File: config.mk
export PLATFORM = sky130hd
export DESIGN_NAME = apb3_slave_regbank
export DESIGN_NICKNAME = d
export VERILOG_FILES = /design/src/rtl/apb3_regbank_pkg.sv /design/src/rtl/apb3_slave_regbank_irq.sv /design/src/rtl/apb3_slave_regbank.sv
export SDC_FILE = /design/constraint.sdc
export NUM_CORES = 1
export LEC_CHECK = 0
export CAP_MARGIN = 20
export CORE_ASPECT_RATIO = 1.25
export CORE_UTILIZATION = 30
export CTS_BUF_LIST = sky130_fd_sc_hd__clkbuf_2 sky130_fd_sc_hd__clkbuf_4 sky130_fd_sc_hd__clkbuf_8
export DETAILED_ROUTE_END_ITERATION = 8
export PLACE_DENSITY = 0.58
export SLEW_MARGIN = 15
export SYNTH_ARGS = -nofsm -noshare
export SYNTH_HDL_FRONTEND = slang
export SYNTH_HIERARCHICAL = 1
export SYNTH_SLANG_ARGS = --single-unit
File: constraint.sdc
create_clock -name clk -period 4.12 [get_ports clk]
set_clock_uncertainty 0.2 [all_clocks]
set_input_delay 1.03 -clock clk [delete_from_list [all_inputs] [get_ports clk]]
set_output_delay 1.03 -clock clk [all_outputs]
set_load 0.1 [all_outputs]
File: src/rtl/apb3_regbank_pkg.sv
// apb3_regbank_pkg: shared definitions for the APB3 register bank.
// Register offsets, FSM encoding, wait counter width, decode bundle.
package apb3_regbank_pkg;

    localparam int OFS_CTRL     = 'h00;
    localparam int OFS_STATUS   = 'h04;
    localparam int OFS_IRQ_PEND = 'h08;
    localparam int OFS_IRQ_EN   = 'h0C;
    localparam int OFS_GP_BASE  = 'h10;

    localparam int CNT_W = 4;

    typedef enum logic [1:0] {
        IDLE   = 2'b00,
        SETUP  = 2'b01,
        ACCESS = 2'b10
    } apb_state_e;

    typedef struct packed {
        logic ctrl;
        logic status;
        logic pend;
        logic en;
        logic gp;
        logic err;
    } dec_t;

endpackage

File: src/rtl/apb3_slave_regbank_irq.sv
// apb3_irq_ctrl: rising-edge interrupt capture with W1C pending,
// enable mask and registered irq_out.
// Ports: clk, resetn (sync, active-low), irq_src, en_we/w1c_we
// strobes with wdata, pending/enable readback, irq_out.
module apb3_irq_ctrl #(
    parameter int NUM_IRQ = 8
) (
    input  logic               clk,
    input  logic               resetn,
    input  logic [NUM_IRQ-1:0] irq_src,
    input  logic               en_we,
    input  logic               w1c_we,
    input  logic [NUM_IRQ-1:0] wdata,
    output logic [NUM_IRQ-1:0] pending,
    output logic [NUM_IRQ-1:0] enable,
    output logic               irq_out
);

    logic [NUM_IRQ-1:0] src_q;
    logic [NUM_IRQ-1:0] rise;
    logic [NUM_IRQ-1:0] clr;

    assign rise = irq_src & ~src_q;
    assign clr  = w1c_we ? wdata : '0;

    // A new edge in the clearing cycle keeps the bit set.
    always_ff @(posedge clk) begin
        if (!resetn) begin
            src_q   <= '0;
            pending <= '0;
            enable  <= '0;
            irq_out <= 1'b0;
        end else begin
            src_q   <= irq_src;
            pending <= rise | (pending & ~clr);
            if (en_we) enable <= wdata;
            irq_out <= |(pending & enable);
        end
    end

endmodule

File: src/rtl/apb3_slave_regbank.sv
// apb3_slave_regbank: APB3 register-bank slave with CTRL, STATUS,
// IRQ pending/enable, NUM_REG GP registers and wait states.
// Ports: clk, resetn (sync, active-low); APB3 PADDR/PSEL/PENABLE/
// PWRITE/PWDATA/PREADY/PRDATA/PSLVERROR; ctrl_out, status_in,
// gp_out (flattened GP regs), irq_src, irq_out.
module apb3_slave_regbank
    import apb3_regbank_pkg::*;
#(
    parameter int ADDR_WIDTH  = 12,
    parameter int DATA_WIDTH  = 32,
    parameter int NUM_REG     = 8,
    parameter int NUM_IRQ     = 8,
    parameter int WAIT_STATES = 0
) (
    input  logic                           clk,
    input  logic                           resetn,
    input  logic [ADDR_WIDTH-1:0]          PADDR,
    input  logic                           PSEL,
    input  logic                           PENABLE,
    input  logic                           PWRITE,
    input  logic [DATA_WIDTH-1:0]          PWDATA,
    output logic                           PREADY,
    output logic [DATA_WIDTH-1:0]          PRDATA,
    output logic                           PSLVERROR,
    output logic [DATA_WIDTH-1:0]          ctrl_out,
    input  logic [DATA_WIDTH-1:0]          status_in,
    output logic [NUM_REG*DATA_WIDTH-1:0]  gp_out,
    input  logic [NUM_IRQ-1:0]             irq_src,
    output logic                           irq_out
);

    localparam int WW = ADDR_WIDTH - 2;

    localparam logic [WW-1:0] W_CTRL = WW'(OFS_CTRL / 4);
    localparam logic [WW-1:0] W_STAT = WW'(OFS_STATUS / 4);
    localparam logic [WW-1:0] W_PEND = WW'(OFS_IRQ_PEND / 4);
    localparam logic [WW-1:0] W_EN   = WW'(OFS_IRQ_EN / 4);
    localparam logic [WW:0]   W_GP   = (WW+1)'(OFS_GP_BASE / 4);
    // One bit wider: the end of the GP window may equal 2**WW.
    localparam logic [WW:0]   W_END  =
        (WW+1)'(OFS_GP_BASE / 4 + NUM_REG);

    localparam logic [CNT_W-1:0] WS = CNT_W'(WAIT_STATES);

    apb_state_e state_q;
    apb_state_e state_d;
    logic [CNT_W-1:0] cnt_q;
    logic [CNT_W-1:0] cnt_d;

    logic [WW-1:0] widx;
    logic [WW:0]   widx_x;
    dec_t          dec;

    logic access_cyc;
    logic ready_acc;
    logic viol;
    logic commit;

    logic [DATA_WIDTH-1:0] ctrl_q;
    logic [DATA_WIDTH-1:0] rdata;
    logic [NUM_REG-1:0][DATA_WIDTH-1:0] gp_q;

    logic [NUM_IRQ-1:0] pending;
    logic [NUM_IRQ-1:0] enable;

    assign widx   = PADDR[ADDR_WIDTH-1:2];
    assign widx_x = {1'b0, widx};

    always_comb begin
        dec = '0;
        unique case (1'b1)
            (widx == W_CTRL): dec.ctrl   = 1'b1;
            (widx == W_STAT): dec.status = 1'b1;
            (widx == W_PEND): dec.pend   = 1'b1;
            (widx == W_EN):   dec.en     = 1'b1;
            (widx_x >= W_GP && widx_x < W_END):
                dec.gp = 1'b1;
            default: ;
        endcase
        dec.err = (PADDR[1:0] != 2'b00)
                | (widx_x >= W_END)
                | (PWRITE & dec.status);
    end

    assign access_cyc = PSEL & PENABLE
                      & (state_q == SETUP | state_q == ACCESS);
    assign ready_acc  = access_cyc & (cnt_q == WS);
    // PENABLE without a setup phase: answer at once, touch nothing.
    assign viol       = PSEL & PENABLE & (state_q == IDLE);
    assign commit     = ready_acc & PWRITE & ~dec.err;

    always_ff @(posedge clk) begin
        if (!resetn) begin
            state_q <= IDLE;
            cnt_q   <= '0;
        end else begin
            state_q <= state_d;
            cnt_q   <= cnt_d;
        end
    end

    always_comb begin
        state_d = state_q;
        cnt_d   = cnt_q;
        unique case (state_q)
            IDLE: begin
                if (PSEL && !PENABLE) state_d = SETUP;
            end
            SETUP: begin
                if (!PSEL || !PENABLE) begin
                    state_d = IDLE;
                end else if (ready_acc) begin
                    state_d = IDLE;
                end else begin
                    state_d = ACCESS;
                    cnt_d   = CNT_W'(1);
                end
            end
            ACCESS: begin
                if (!PSEL || ready_acc) begin
                    state_d = IDLE;
                    cnt_d   = '0;
                end else begin
                    cnt_d = cnt_q + CNT_W'(1);
                end
            end
            default: begin
                state_d = IDLE;
                cnt_d   = '0;
            end
        endcase
    end

    always_comb begin
        rdata = '0;
        unique case (1'b1)
            dec.ctrl:   rdata = ctrl_q;
            dec.status: rdata = status_in;
            dec.pend:   rdata = DATA_WIDTH'(pending);
            dec.en:     rdata = DATA_WIDTH'(enable);
            dec.gp: begin
                for (int k = 0; k < NUM_REG; k++) begin
                    if (widx_x == W_GP + (WW+1)'(k))
                        rdata = gp_q[k];
                end
            end
            default: ;
        endcase
    end

    always_comb begin
        PREADY    = ready_acc | viol;
        PSLVERROR = viol | (ready_acc & dec.err);
        PRDATA    = '0;
        if (ready_acc && !PWRITE && !dec.err) PRDATA = rdata;
    end

    always_ff @(posedge clk) begin
        if (!resetn) begin
            ctrl_q <= '0;
            gp_q   <= '0;
        end else if (commit) begin
            if (dec.ctrl) ctrl_q <= PWDATA;
            for (int k = 0; k < NUM_REG; k++) begin
                if (dec.gp && widx_x == W_GP + (WW+1)'(k))
                    gp_q[k] <= PWDATA;
            end
        end
    end

    assign ctrl_out = ctrl_q;
    assign gp_out   = gp_q;

    apb3_irq_ctrl #(
        .NUM_IRQ(NUM_IRQ)
    ) u_irq (
        .clk     (clk),
        .resetn  (resetn),
        .irq_src (irq_src),
        .en_we   (commit & dec.en),
        .w1c_we  (commit & dec.pend),
        .wdata   (PWDATA[NUM_IRQ-1:0]),
        .pending (pending),
        .enable  (enable),
        .irq_out (irq_out)
    );

endmodule
==> results.yml <==
power_and_ir_drop:
  comb_power_share: 0.080
  ir_worst_vdd_mv: 0.218
  seqPwrFrac: 0.458
  cellPowerDensity_nw_per_um2: 278
  p_leak_nw: 9.42
  switching_share: 0.250
  p_switching_mw: 1.69
  p_int_mw: 5.08
  p_clk_frac: 0.461
global_route:
  gr-usage-met3: 0.0606
  grt_max_degree: 144
  grt_pass1_vias: 16400
  grtUsageMet2: 0.473
  use_met1: 0.315
  grt_antenna_before_repair: 7
  top_usage_layer: "met2"
  grt_pass1_wl_mm: 110
  overflow: 0
  grt_usage: 0.274
route:
  drtIter0Drc: 1168
  drtAntennaViolNets: 0
  drc_errors: 0
  viasPerCell: 5.25
  wl_per_cell_um: 24.4
  first_pass_iters: 5
  wirelength_mm: 76.4
  vias: 16400
die:
  die_w_um: 208
  coreArea_um2: 52700
  start_util: 0.303
  io_pins: 412
  placementRows: 94
  die_area_um2: 54200
  die_y_um: 260
clock_tree:
  path_clk_slew_ps: 60
  cts_tree: "yes"
  cts_max_level: 2
  cts.path.max_buffers: 3
  cts_sinks: 319
  cts_made_buffers: 54
  root_buffer: "clkbuf_8"
  cts_hold_buf: 0
  clock_latency_ps: 650
yosys:
  syn_area_um2: 16000
  synth.area.mux_share: 0.116
  synthCells: 1887
  synth_seq_cells: 319
  synth_xor_area_frac: 0
  yosys.area_share.adder: 0.00391
  synth_ff_type: "dfxtp_1"
  ys_warn_count: 6
  synth_nets: 1981
  yosysUniqueCellTypes: 66
  post-synth-top-count-cell: "nand2_1"
  avgSynthCellArea_um2: 8.47
  synth_commonest_cells: "406 x nand2_1, 319 x dfxtp_1, 134 x mux2i_1, 124 x clkbuf_1, 114 x a21boi_0"
  yosysTopAreaCell: "dfxtp_1"
  synth-simple-area-share: 0.216
  synth_top_family_by_area: "simple AND/OR/NAND/NOR gates"
  yosys-top-cells-area: "dfxtp_1 40%, nand2_1 9.5%, mux2i_1 8.4%, a21boi_0 5.4%, nor2b_1 4.0%"
  synth_top_area_frac: 0.399
  async_flop_share: 0
  yosysSeqAreaShare: 0.399
  synth_edf_count: 0
  synth-compound-area-share: 0.212
sta:
  timing.slew.headroom: 0.290
  tightest_slew_ps: 1060
  hold_viol: 0
  setup_viol: 33
  setup_ws_ps: -331
  hold_ws_ps: 268
  finalMaxSlewViolations: 0
  period_share: 1.08
  rsz0062_at_grt: "yes"
  fin_crit_ps: 4450
  achievable-frequency_mhz: 225
outcome:
  status: "finished, violations left"
  violations: "negative setup slack"
worst_setup_path:
  crit_path_start: "PADDR[6]"
  critical_path_arrival_ps: 3220
  rr_worst_depth: 9
  regToRegStartpoint: "state_q[1]"
  r2r_end: "ctrl_out[0]"
  crit_fanout: 3
  cp-start-kind: "input port"
  critical_path_required_ps: 2890
  rrSetupSlack_ps: 910
  crit_end: "PRDATA[31]"
  end_kind: "output port"
  critPathKind: "in2out"
placement:
  numPortBuffers: 411
  place_hpwl_mm: 55.5
  place_congestion: 0.903
worst_hold_path:
  worstHoldPathType: "reg2reg"
finish:
  fin_util: 0.463
  syn2layout_area_growth_pct: 52.5
  nets: 2504
  drive_gt1_frac: 0.285
job:
  cap_viol_max_count: 0
## metal layers
layer	share of wire	wire (um)
met1	0.39	29900
met2	0.49	37400
met3	0.065	4960
met4	0.053	4060
met5	0.00090	69
## placed cells by master, fill, tap and decap left out, types with 14 or more instances in the layout
cell type        Yosys  layout
buf_4               10     309
o21a_1              21      21
o21ai_2              0      18
a22oi_1             24      24
mux2_2              30      30
nor2_1             105     103
a21oi_1             65      49
a21boi_1            60      60
a21boi_2            20      20
dfxtp_1            319     319
buf_12               0      64
nor2b_1            103     102
o2bb2ai_1           18      18
inv_1               14      14
o22ai_1             19      17
a21boi_0           114     114
clkbuf_8             0      68
buf_6                9      17
nand2_1            406     393
nand2_2             20      24
mux2i_1            134     134
clkdlybuf4s50_1      0     239
clkbuf_4             0      14
o21ai_0             47      28
## sequential cells by signal (all words and copies together), names as in the netlist
register / cells
cnt_q: 4
ctrl_out: 32
gp_out: 256
state_q: 2
u_irq/enable: 8
u_irq/irq_out: 1
u_irq/pending: 8
u_irq/src_q: 8
## worst max-delay path, stage by stage
cell	delay [ps]
buf_6	90
or4_4	570
or4_4	460
buf_4	170
nor3_4	190
buf_4	150
buf_4	100
o21ai_2	70
a21oi_4	190
buf_12	200
## final cells by class
type	instances	area [um2]
Clock inverter	15	128
Tap cell	672	841
Fill cell	5088	28300
Multi-Input combinational cell	1379	9620
Inverter	15	56.3
Timing Repair Buffer	641	6300
Antenna cell	2	5.00
Sequential cell	319	6390
Clock buffer	82	1040
## stage by stage
step	worst slack, ps	TNS (ps)	cell area (um2)	power, mW	std cells
6_report	-331	-8540	24400	6.77	3125
3_3_place_gp	-863	-67680	22700	3.69	3007
3_5_place_dp	-906	-77970	22700	3.69	3007
2_1_floorplan	-894	-22840	16500	3.43	1887
5_1_grt	-382	-9810	24400	7.00	3123
4_1_cts	-330	-7930	24300	6.85	3121
## power groups by stage
stage	sequential [mW]	combinational (mW)	clock [mW]
after floorplan	3.17	0.263	0
after global placement	3.17	0.522	0
after detailed placement	3.17	0.526	0
after CTS	3.10	0.540	3.21
after global routing	3.10	0.572	3.33
final	3.10	0.544	3.12
## worst min-delay path by stage
stage	from	endpoint	cells past startpoint
finish	gp_out[156]	gp_out[156]	2
global route	gp_out[156]	gp_out[156]	2
CTS	gp_out[156]	gp_out[156]	2
detailed placement	gp_out[156]	gp_out[156]	2
global placement	gp_out[51]	gp_out[51]	2
floorplan	cnt_q[3]	cnt_q[3]	1
## kinds of logic after synthesis
| group | Yosys count |
|---|---|
| AOI/OAI and AO/OA | 469 |
| adders and majority gates | 5 |
| buffers and inverters | 189 |
| DFF | 319 |
| muxes | 172 |
| and+or+nand+nor | 733 |
## repair_timing
item                                    in CTS  in global routing
endpoints found under the setup margin      33                 33
buffers inserted                            15                  4
resized for setup                          132                 12
pin swaps                                   27                  6
gates cloned                                 3                  0
Power figures use the tool's default switching activity.
